`config.mk`:
```
export PLATFORM = sky130hd
export DESIGN_NAME = abacus_cache_event_monitor
export DESIGN_NICKNAME = d
export VERILOG_FILES = /design/src/rtl/abacus_cache_event_monitor.sv
export SDC_FILE = /design/constraint.sdc
export NUM_CORES = 1
export LEC_CHECK = 0
export BUFFER_PORTS_ARGS = -buffer_cell sky130_fd_sc_hd__buf_2
export CAP_MARGIN = 20
export CORE_UTILIZATION = 55
export CTS_BUF_LIST = sky130_fd_sc_hd__clkbuf_8
export DETAILED_ROUTE_END_ITERATION = 8
export GPL_TIMING_DRIVEN = 0
export MAX_ROUTING_LAYER = met4
export PLACE_DENSITY = 0.78
export REMOVE_ABC_BUFFERS = 1
export SLEW_MARGIN = 20
export SYNTH_ARGS = -nofsm -noshare
export SYNTH_HDL_FRONTEND = slang
export SYNTH_SLANG_ARGS = --single-unit
```
`constraint.sdc`:
```
create_clock -name clk -period 4.9 [get_ports clk]
set_input_delay 0.245 -clock clk [delete_from_list [all_inputs] [get_ports clk]]
set_output_delay 0.245 -clock clk [all_outputs]
set_load 0.03 [all_outputs]
```
`src/rtl/abacus_cache_event_monitor.sv`:
```
// Cache event conditioner: registered request/hit/miss pulses, miss-to-fill
// latency measurement, outstanding-lookup tracking and protocol checking.
module abacus_cache_event_monitor #(
    parameter int LAT_W              = 16,
    parameter int MAX_OUTSTANDING    = 4,
    parameter int FILL_START_TIMEOUT = 64,
    localparam int OUT_W             = $clog2(MAX_OUTSTANDING + 1)
) (
    input  logic             clk,
    input  logic             rst_n,
    input  logic             enable,
    input  logic             clear,
    input  logic             req_valid,
    input  logic             req_ready,
    input  logic             rsp_valid,
    input  logic             rsp_hit,
    input  logic             fill_active,
    output logic             request_pulse,
    output logic             hit_pulse,
    output logic             miss_pulse,
    output logic [LAT_W-1:0] fill_latency,
    output logic             fill_latency_valid,
    output logic [LAT_W-1:0] fill_latency_max,
    output logic [OUT_W-1:0] outstanding,
    output logic             protocol_error
);

    typedef enum logic [1:0] {IDLE, FILL_WAIT, FILLING} state_e;

    state_e            state_q, state_d;
    logic [LAT_W-1:0]  cnt_q, cnt_d, cnt_inc;
    logic              request_pulse_q, request_pulse_d;
    logic              hit_pulse_q, hit_pulse_d;
    logic              miss_pulse_q, miss_pulse_d;
    logic [LAT_W-1:0]  fill_latency_q, fill_latency_d;
    logic              fill_latency_valid_q, fill_latency_valid_d;
    logic [LAT_W-1:0]  fill_latency_max_q, fill_latency_max_d;
    logic [OUT_W-1:0]  outstanding_q, outstanding_d;
    logic              protocol_error_q, protocol_error_d;
    logic              accept, miss, err;

    always_comb begin
        accept  = req_valid & req_ready;
        miss    = rsp_valid & ~rsp_hit;
        cnt_inc = (cnt_q == {LAT_W{1'b1}}) ? cnt_q : cnt_q + LAT_W'(1);

        state_d              = state_q;
        cnt_d                = cnt_q;
        err                  = 1'b0;
        outstanding_d        = outstanding_q;
        fill_latency_d       = fill_latency_q;
        fill_latency_valid_d = 1'b0;
        fill_latency_max_d   = fill_latency_max_q;

        request_pulse_d = accept & enable;
        hit_pulse_d     = rsp_valid & rsp_hit & enable;
        miss_pulse_d    = miss & enable;

        // Simultaneous accept and response cancel out.
        if (accept && !rsp_valid) begin
            if (outstanding_q == OUT_W'(MAX_OUTSTANDING)) begin
                err = 1'b1;
            end else begin
                outstanding_d = outstanding_q + OUT_W'(1);
            end
        end else if (rsp_valid && !accept) begin
            if (outstanding_q == '0) begin
                err = 1'b1;
            end else begin
                outstanding_d = outstanding_q - OUT_W'(1);
            end
        end

        unique case (state_q)
            IDLE: begin
                if (miss && enable) begin
                    cnt_d   = LAT_W'(1);
                    state_d = FILL_WAIT;
                end
            end
            FILL_WAIT: begin
                cnt_d = cnt_inc;
                if (fill_active) begin
                    state_d = FILLING;
                end else if (32'(cnt_q) >= 32'(FILL_START_TIMEOUT)) begin
                    err     = 1'b1;
                    state_d = IDLE;
                end
            end
            FILLING: begin
                if (fill_active) begin
                    cnt_d = cnt_inc;
                end else begin
                    fill_latency_d       = cnt_q;
                    fill_latency_valid_d = 1'b1;
                    state_d              = IDLE;
                end
            end
            default: state_d = IDLE;
        endcase

        // A measurement completing on a clear still seeds the new maximum.
        if (clear) begin
            fill_latency_max_d = fill_latency_valid_d ? cnt_q : '0;
        end else if (fill_latency_valid_d && cnt_q > fill_latency_max_q) begin
            fill_latency_max_d = cnt_q;
        end

        protocol_error_d = err | (protocol_error_q & ~clear);
    end

    always_ff @(posedge clk or negedge rst_n) begin
        if (!rst_n) begin
            state_q              <= IDLE;
            cnt_q                <= '0;
            request_pulse_q      <= 1'b0;
            hit_pulse_q          <= 1'b0;
            miss_pulse_q         <= 1'b0;
            fill_latency_q       <= '0;
            fill_latency_valid_q <= 1'b0;
            fill_latency_max_q   <= '0;
            outstanding_q        <= '0;
            protocol_error_q     <= 1'b0;
        end else begin
            state_q              <= state_d;
            cnt_q                <= cnt_d;
            request_pulse_q      <= request_pulse_d;
            hit_pulse_q          <= hit_pulse_d;
            miss_pulse_q         <= miss_pulse_d;
            fill_latency_q       <= fill_latency_d;
            fill_latency_valid_q <= fill_latency_valid_d;
            fill_latency_max_q   <= fill_latency_max_d;
            outstanding_q        <= outstanding_d;
            protocol_error_q     <= protocol_error_d;
        end
    end

    assign request_pulse      = request_pulse_q;
    assign hit_pulse          = hit_pulse_q;
    assign miss_pulse         = miss_pulse_q;
    assign fill_latency       = fill_latency_q;
    assign fill_latency_valid = fill_latency_valid_q;
    assign fill_latency_max   = fill_latency_max_q;
    assign outstanding        = outstanding_q;
    assign protocol_error     = protocol_error_q;

endmodule

```
# Word-level counts from Yosys, hierarchy flattened

Index checks and enable logic that the tools add are counted.

Add/sub/neg operators: 3
Magnitude comparators: 2
Eq/ne operators: 10
Mux-type cells: 25
Bitwise operators: 11
Reduce and logical (&&, ||, !) cells: 15

Operators with widths:

| operator                                                                | number |
|---|---|
| 16-bit 2-to-1 mux                                                       | 6 |
| 16-bit one-hot mux with 3 select lines                                  | 1 |
| 16-bit by 1-bit adder with 16-bit output (second input constant)        | 1 |
| 16-bit equality test (second input constant)                            | 1 |
| 16-bit by 7-bit >= comparator with 1-bit output (second input constant) | 1 |
| 16-bit greater-than comparator                                          | 1 |
| 3-bit 2-to-1 mux                                                        | 4 |
| 2-bit != test (second input constant)                                   | 5 |
| 1-bit 2-to-1 mux                                                        | 9 |
| 3-bit AND reduction                                                     | 3 |
| 2-bit 2-to-1 mux                                                        | 4 |
| 1-bit AND                                                               | 7 |
| 2-bit one-hot mux with 3 select lines                                   | 1 |
| 1-bit logical AND                                                       | 4 |
| 2-bit nonzero test                                                      | 2 |
| 3-bit by 1-bit adder with 3-bit output (second input constant)          | 1 |
| 3-bit equality test (second input constant)                             | 1 |
| 3-bit zero test                                                         | 1 |
| 3-bit != test (second input constant)                                   | 1 |
| 1-bit NOT                                                               | 3 |
| 3-bit nonzero test                                                      | 1 |
| 3-bit by 1-bit subtractor with 3-bit output (second input constant)     | 1 |
| 2-bit by 1-bit equality test with 1-bit output (second input constant)  | 1 |
| 2-bit equality test (second input constant)                             | 1 |
| 4 further kinds                                                         | 5 |

Bits in registers: 58
Input port bits: 9

# Logic depth before layout (Yosys ltp)

Word-level depth: 9
Depth in mapped cells: 11

# Worst setup path after synthesis

No wires, ideal clock.

Path kind: reg-to-reg
Start point: register fill_latency_max_q[14] (netlist: fill_latency_max[14])
End point: register fill_latency_max_q[7] (netlist: fill_latency_max[7])
Arrival: 2.421 ns
Required time: 4.779 ns
Path slack: 2.358 ns
Stages on the path, launching flop included: 11
Buffers on the path: 2
Period minus slack after synthesis: 2.542 ns
Cells stage by stage: dfrtp_1 -> inv_1 -> ha_1 -> a21oi_1 -> nand2_1 -> a211o_1 -> or4_1 -> and3_1 -> clkbuf_1 -> buf_2 -> a22o_1

Longest elaborated chain between the ends: 3

RTL lines:

| item                                | RTL line | RTL |
|---|---|---|
| from (decl)                         | 37       | `logic [LAT_W-1:0] fill_latency_max_q, fill_latency_max_d;` |
| from (signal assigned)              | 132      | `fill_latency_max_q <= fill_latency_max_d;` |
| 16-bit greater-than comparator      | 105      | `end else if (fill_latency_valid_d && cnt_q > fill_latency_max_q) begin` |
| 1-bit logical AND                   | 105      |  |
| 2-bit nonzero test (no source line) | --       |  |

Every way passes these cells.
A chain may end at the register's enable or synchronous reset.

# Worst setup path after layout

Start point: register state_q[0]
End point: register cnt_q[9]

Longest elaborated chain between the ends: 3
Elaborated cells on any way between the ends: 8
Classes of those cells: eq/ne (4); mux (1); reduce/logical (3)

RTL lines:

| item                                                                 | RTL line | RTL |
|---|---|---|
| from (decl)                                                          | 30       | `state_e state_q, state_d;` |
| from (signal assigned)                                               | 125      | `state_q <= state_d;` |
| 2-bit equality test, or another cell as far along                    | 74       | `unique case (state_q)` |
| 2-bit != test (no source line) or 3-bit nonzero test (tied branches) | --       |  |
| 3-bit AND reduction (no source line)                                 | --       |  |
| to (signal assigned)                                                 | 126      | `cnt_q <= cnt_d;` |
| to (decl)                                                            | 31       | `logic [LAT_W-1:0] cnt_q, cnt_d, cnt_inc;` |

Several ways; a longest one is shown, not always the timed one.

==> key figures <==
Setup path
  – Critical Path RT: 5.16 ns
  – R2R Path End: cnt_q[9]
  – Crit path to: cnt_q[9]
  – Worst EP arrival: 3.40 ns
  – CP max stage delay: 0.51 ns
  – Setup crit end kind: flop
  – Crit. Startpoint: state_q[0]
  – Slowest stage cell, crit path: a211oi_1
  – Crit path kind: flop to flop
  – Top delay family on crit path: compound AO/OA/AOI/OAI gates
  – Reg2Reg Setup Slack: 1.76 ns
  – Max FO, Critical Path: 19
  – Buffers & Inverters on Critical Path: 3
  – Worst r2r src: state_q[0]
  – Crit start category: flop
  – R2R depth: 10
  – Cell Chain, Critical Path: inv_1 -> ha_1 -> nand2b_1 -> inv_2 -> a211oi_1 -> o31ai_4 -> buf_6 -> nor4b_1 -> a21oi_1 -> o21ai_1
  – CP Depth: 10

Timing
  – TNS Setup: 0 ns
  – Worst-margin pin slew: 0.7244 ns
  – Final setup viols: 0
  – RSZ-0062 raised after global routing: false
  – Setup WS post-layout: 1.758 ns
  – Hold Slack: 0.1535 ns
  – Final critical-path required period: 3.142 ns
  – F_max: 318.3 MHz
  – Max-slew headroom: 0.5171
  – Endpoints failing hold: 0
  – Final worst path period share: 0.6413
  – Max-slew violation count: 0
  – Clk_skew: 0.007500 ns

Pwr
  – Sequential power share: 0.347
  – Worst vdd ir: 328.1 uV
  – Leak: 1.902 nW
  – Sw Ratio: 0.3935
  – Logic gate share of total power: 0.364
  – Switching Power: 717.6 uW
  – Power per Cell Area: 499.8 nW/um^2
  – Int Power: 1.106 mW
  – Clk pwr share: 0.288

Synthesis
  – Post-synth ARST share: 1.000
  – Syn avg cell area: 9.295 sq um
  – Post-synth top cells: nand2_1 (72), dfrtp_1 (58), inv_1 (26)
  – Most used flip-flop cell after synthesis: dfrtp_1
  – Seq/Total Area, Yosys: 0.4647
  – Seq cells post-synth: 58
  – Most frequent cell after synthesis: nand2_1
  – Yosys top cell by area: dfrtp_1
  – EDFF count, synth: 0
  – Library cells used by synthesis: 44
  – Cell count after synthesis: 336
  – Ys Warns: 0
  – Synthesized area: 3123 sq um
  – Ranking of synthesized cells by area: dfrtp_1 (46%), ha_1 (9.6%), nand2_1 (8.7%)
  – Post-synth top area share: 0.4647

CTS
  – Clk pin slew, worst setup/hold paths: 0.07 ns
  – CTS tree: done
  – Max clock buf depth: 2
  – H-Tree Depth: 3
  – Clock latency on the worst-skew pair: 0.34 ns
  – CTS Sinks: 58
  – Root Driver: clkbuf_8
  – TritonCTS buffer count: 9

Layout
  – Final #Nets: 416
  – Area grow syn2layout: 16.83%
  – ANT cells: 0
  – Layout fillers: 481
  – Final Cell Area: 3649 sq um
  – Share of layout cells above drive strength 1: 0.1783

Global routing
  – GRT Residual Overflow: 0
  – GRT Total Usage: 0.2467
  – First-pass GRT wire length: 11150 um
  – Initial antenna violation count: 0
  – Largest net degree at the start of global routing: 59
  – Vias in the first global route: 2457

Placement
  – Placed cell area: 3393 sq um
  – Routability congestion estimate: 0.8085
  – PortBufs: 48
  – Setup WS pre-CTS: 1.866 ns
  – Hpwl dp: 4604 um

Routing
  – Drt first-iter violations: 205
  – DRC violations left: 0
  – Via count: 2552
  – Via density: 5.560
  – Pre-antenna DRT Iters: 4
  – Antenna-violating nets left: 0
  – Wire per inst: 14.38 um
  – DRT Wirelength: 6601 um

Die
  – Initial Util: 0.5706
  – Ports: 49
  – CORE AREA: 5473 sq um
  – Core Rows: 27
  – Die width: 77.36 um
  – Die Ht: 77.36 um
  – Die area: 5984 sq um

Status
  – Status: complete, no violations

Job
  – Max Cap Violations: 0

Hold path
  – Hold Path Class: input port to flop
-- layer usage --
| layer | part of all wire | global-route usage | routed length, um |
|---|---|---|---|
| met2 | 0.49 | 0.3973 | 3204 |
| met4 | 0.015 | 0.09623 | 102 |
| met1 | 0.46 | 0.3070 | 3066 |
| met5 | 0 | - | 0 |
| met3 | 0.035 | 0.04941 | 228 |
-- sequential cells by signal, indices dropped and copies added (netlist names) --
register / flops
fill_latency: 16
outstanding: 3
fill_latency_max: 16
request_pulse: 1
miss_pulse: 1
state_q: 2
protocol_error: 1
hit_pulse: 1
fill_latency_valid: 1
cnt_q: 16
-- layout make-up --
class | count | area, sq um | share of cell area
inverters | 27 | 101.3 | 0.02778
multi-input cells | 235 | 1496 | 0.4102
repair buffers | 51 | 275.3 | 0.07545
well taps | 72 | 90.09 | 0.02469
flip-flops and latches | 58 | 1451 | 0.3978
clock buffers | 9 | 123.9 | 0.03395
clock inverters | 7 | 110.1 | 0.03018
-- stage by stage --
step,std cells,total power [mW],utilization
finish,459,1.824,0.6667
CTS,458,1.818,0.6646
global placement,440,1.255,0.6175
global route,459,1.942,0.6667
detailed placement,441,1.290,0.6200
floorplan,320,1.093,-
-- worst min path at each step --
stage                    start                  end  slack [ns]  cells past startpoint
5_1_grt              req_ready        request_pulse        0.15                      2
3_5_place_dp             rst_n  fill_latency_max[6]        0.35                      1
4_1_cts              req_ready        request_pulse        0.14                      2
6_report             req_ready        request_pulse        0.15                      2
3_3_place_gp   fill_latency[7]      fill_latency[7]        0.46                      2
2_1_floorplan            rst_n             cnt_q[0]       -0.05                      0
-- cells by family after synthesis --
kind of cell / share of synthesized area
simple gates: 0.2079
buf+inv: 0.05609
compound gates: 0.1538
mux: 0.006411
xor+xnor: 0.008415
fa+ha+maj: 0.1026
flops: 0.4647
-- what timing repair did --
action | CTS | global route
setup buffers | 0 | 0
hold buffers | 1 | 0
hold endpoints to repair | 53 | 0
gates resized for setup | 0 | 0
-- layout by cell type (no fill, tap or decap), types with 3 or more instances in the layout --
cell type  synthesis  layout
ha_1              24      24
nor3_1            11      11
a22o_1            20      20
o21ai_0           10      10
o221ai_1           3       3
nand2b_1           3       3
nor2_1            12      12
or4_1              3       3
nand4_1            4       4
a21o_1             3       3
and3_1             5       5
nor2b_1            3       3
dfrtp_1           58      58
a21oi_1           15      15
inv_1             26      28
clkbuf_8           0       9
nand2_1           72      72
or3_1              5       5
nand3b_1           3       3
nand3_1           10      10
bufinv_16          0       3
o21ai_1            5       5
buf_2              8      47
-- power groups by stage --
stage / logic [mW] / clock network, mW / registers (mW)
after global placement: 0.616 / 0 / 0.639
after CTS: 0.651 / 0.532 / 0.634
after detailed placement: 0.648 / 0 / 0.642
final: 0.664 / 0.526 / 0.633
after floorplan: 0.375 / 0 / 0.718
after global routing: 0.739 / 0.555 / 0.648
Note: power is estimated with default switching activity, not from simulation.
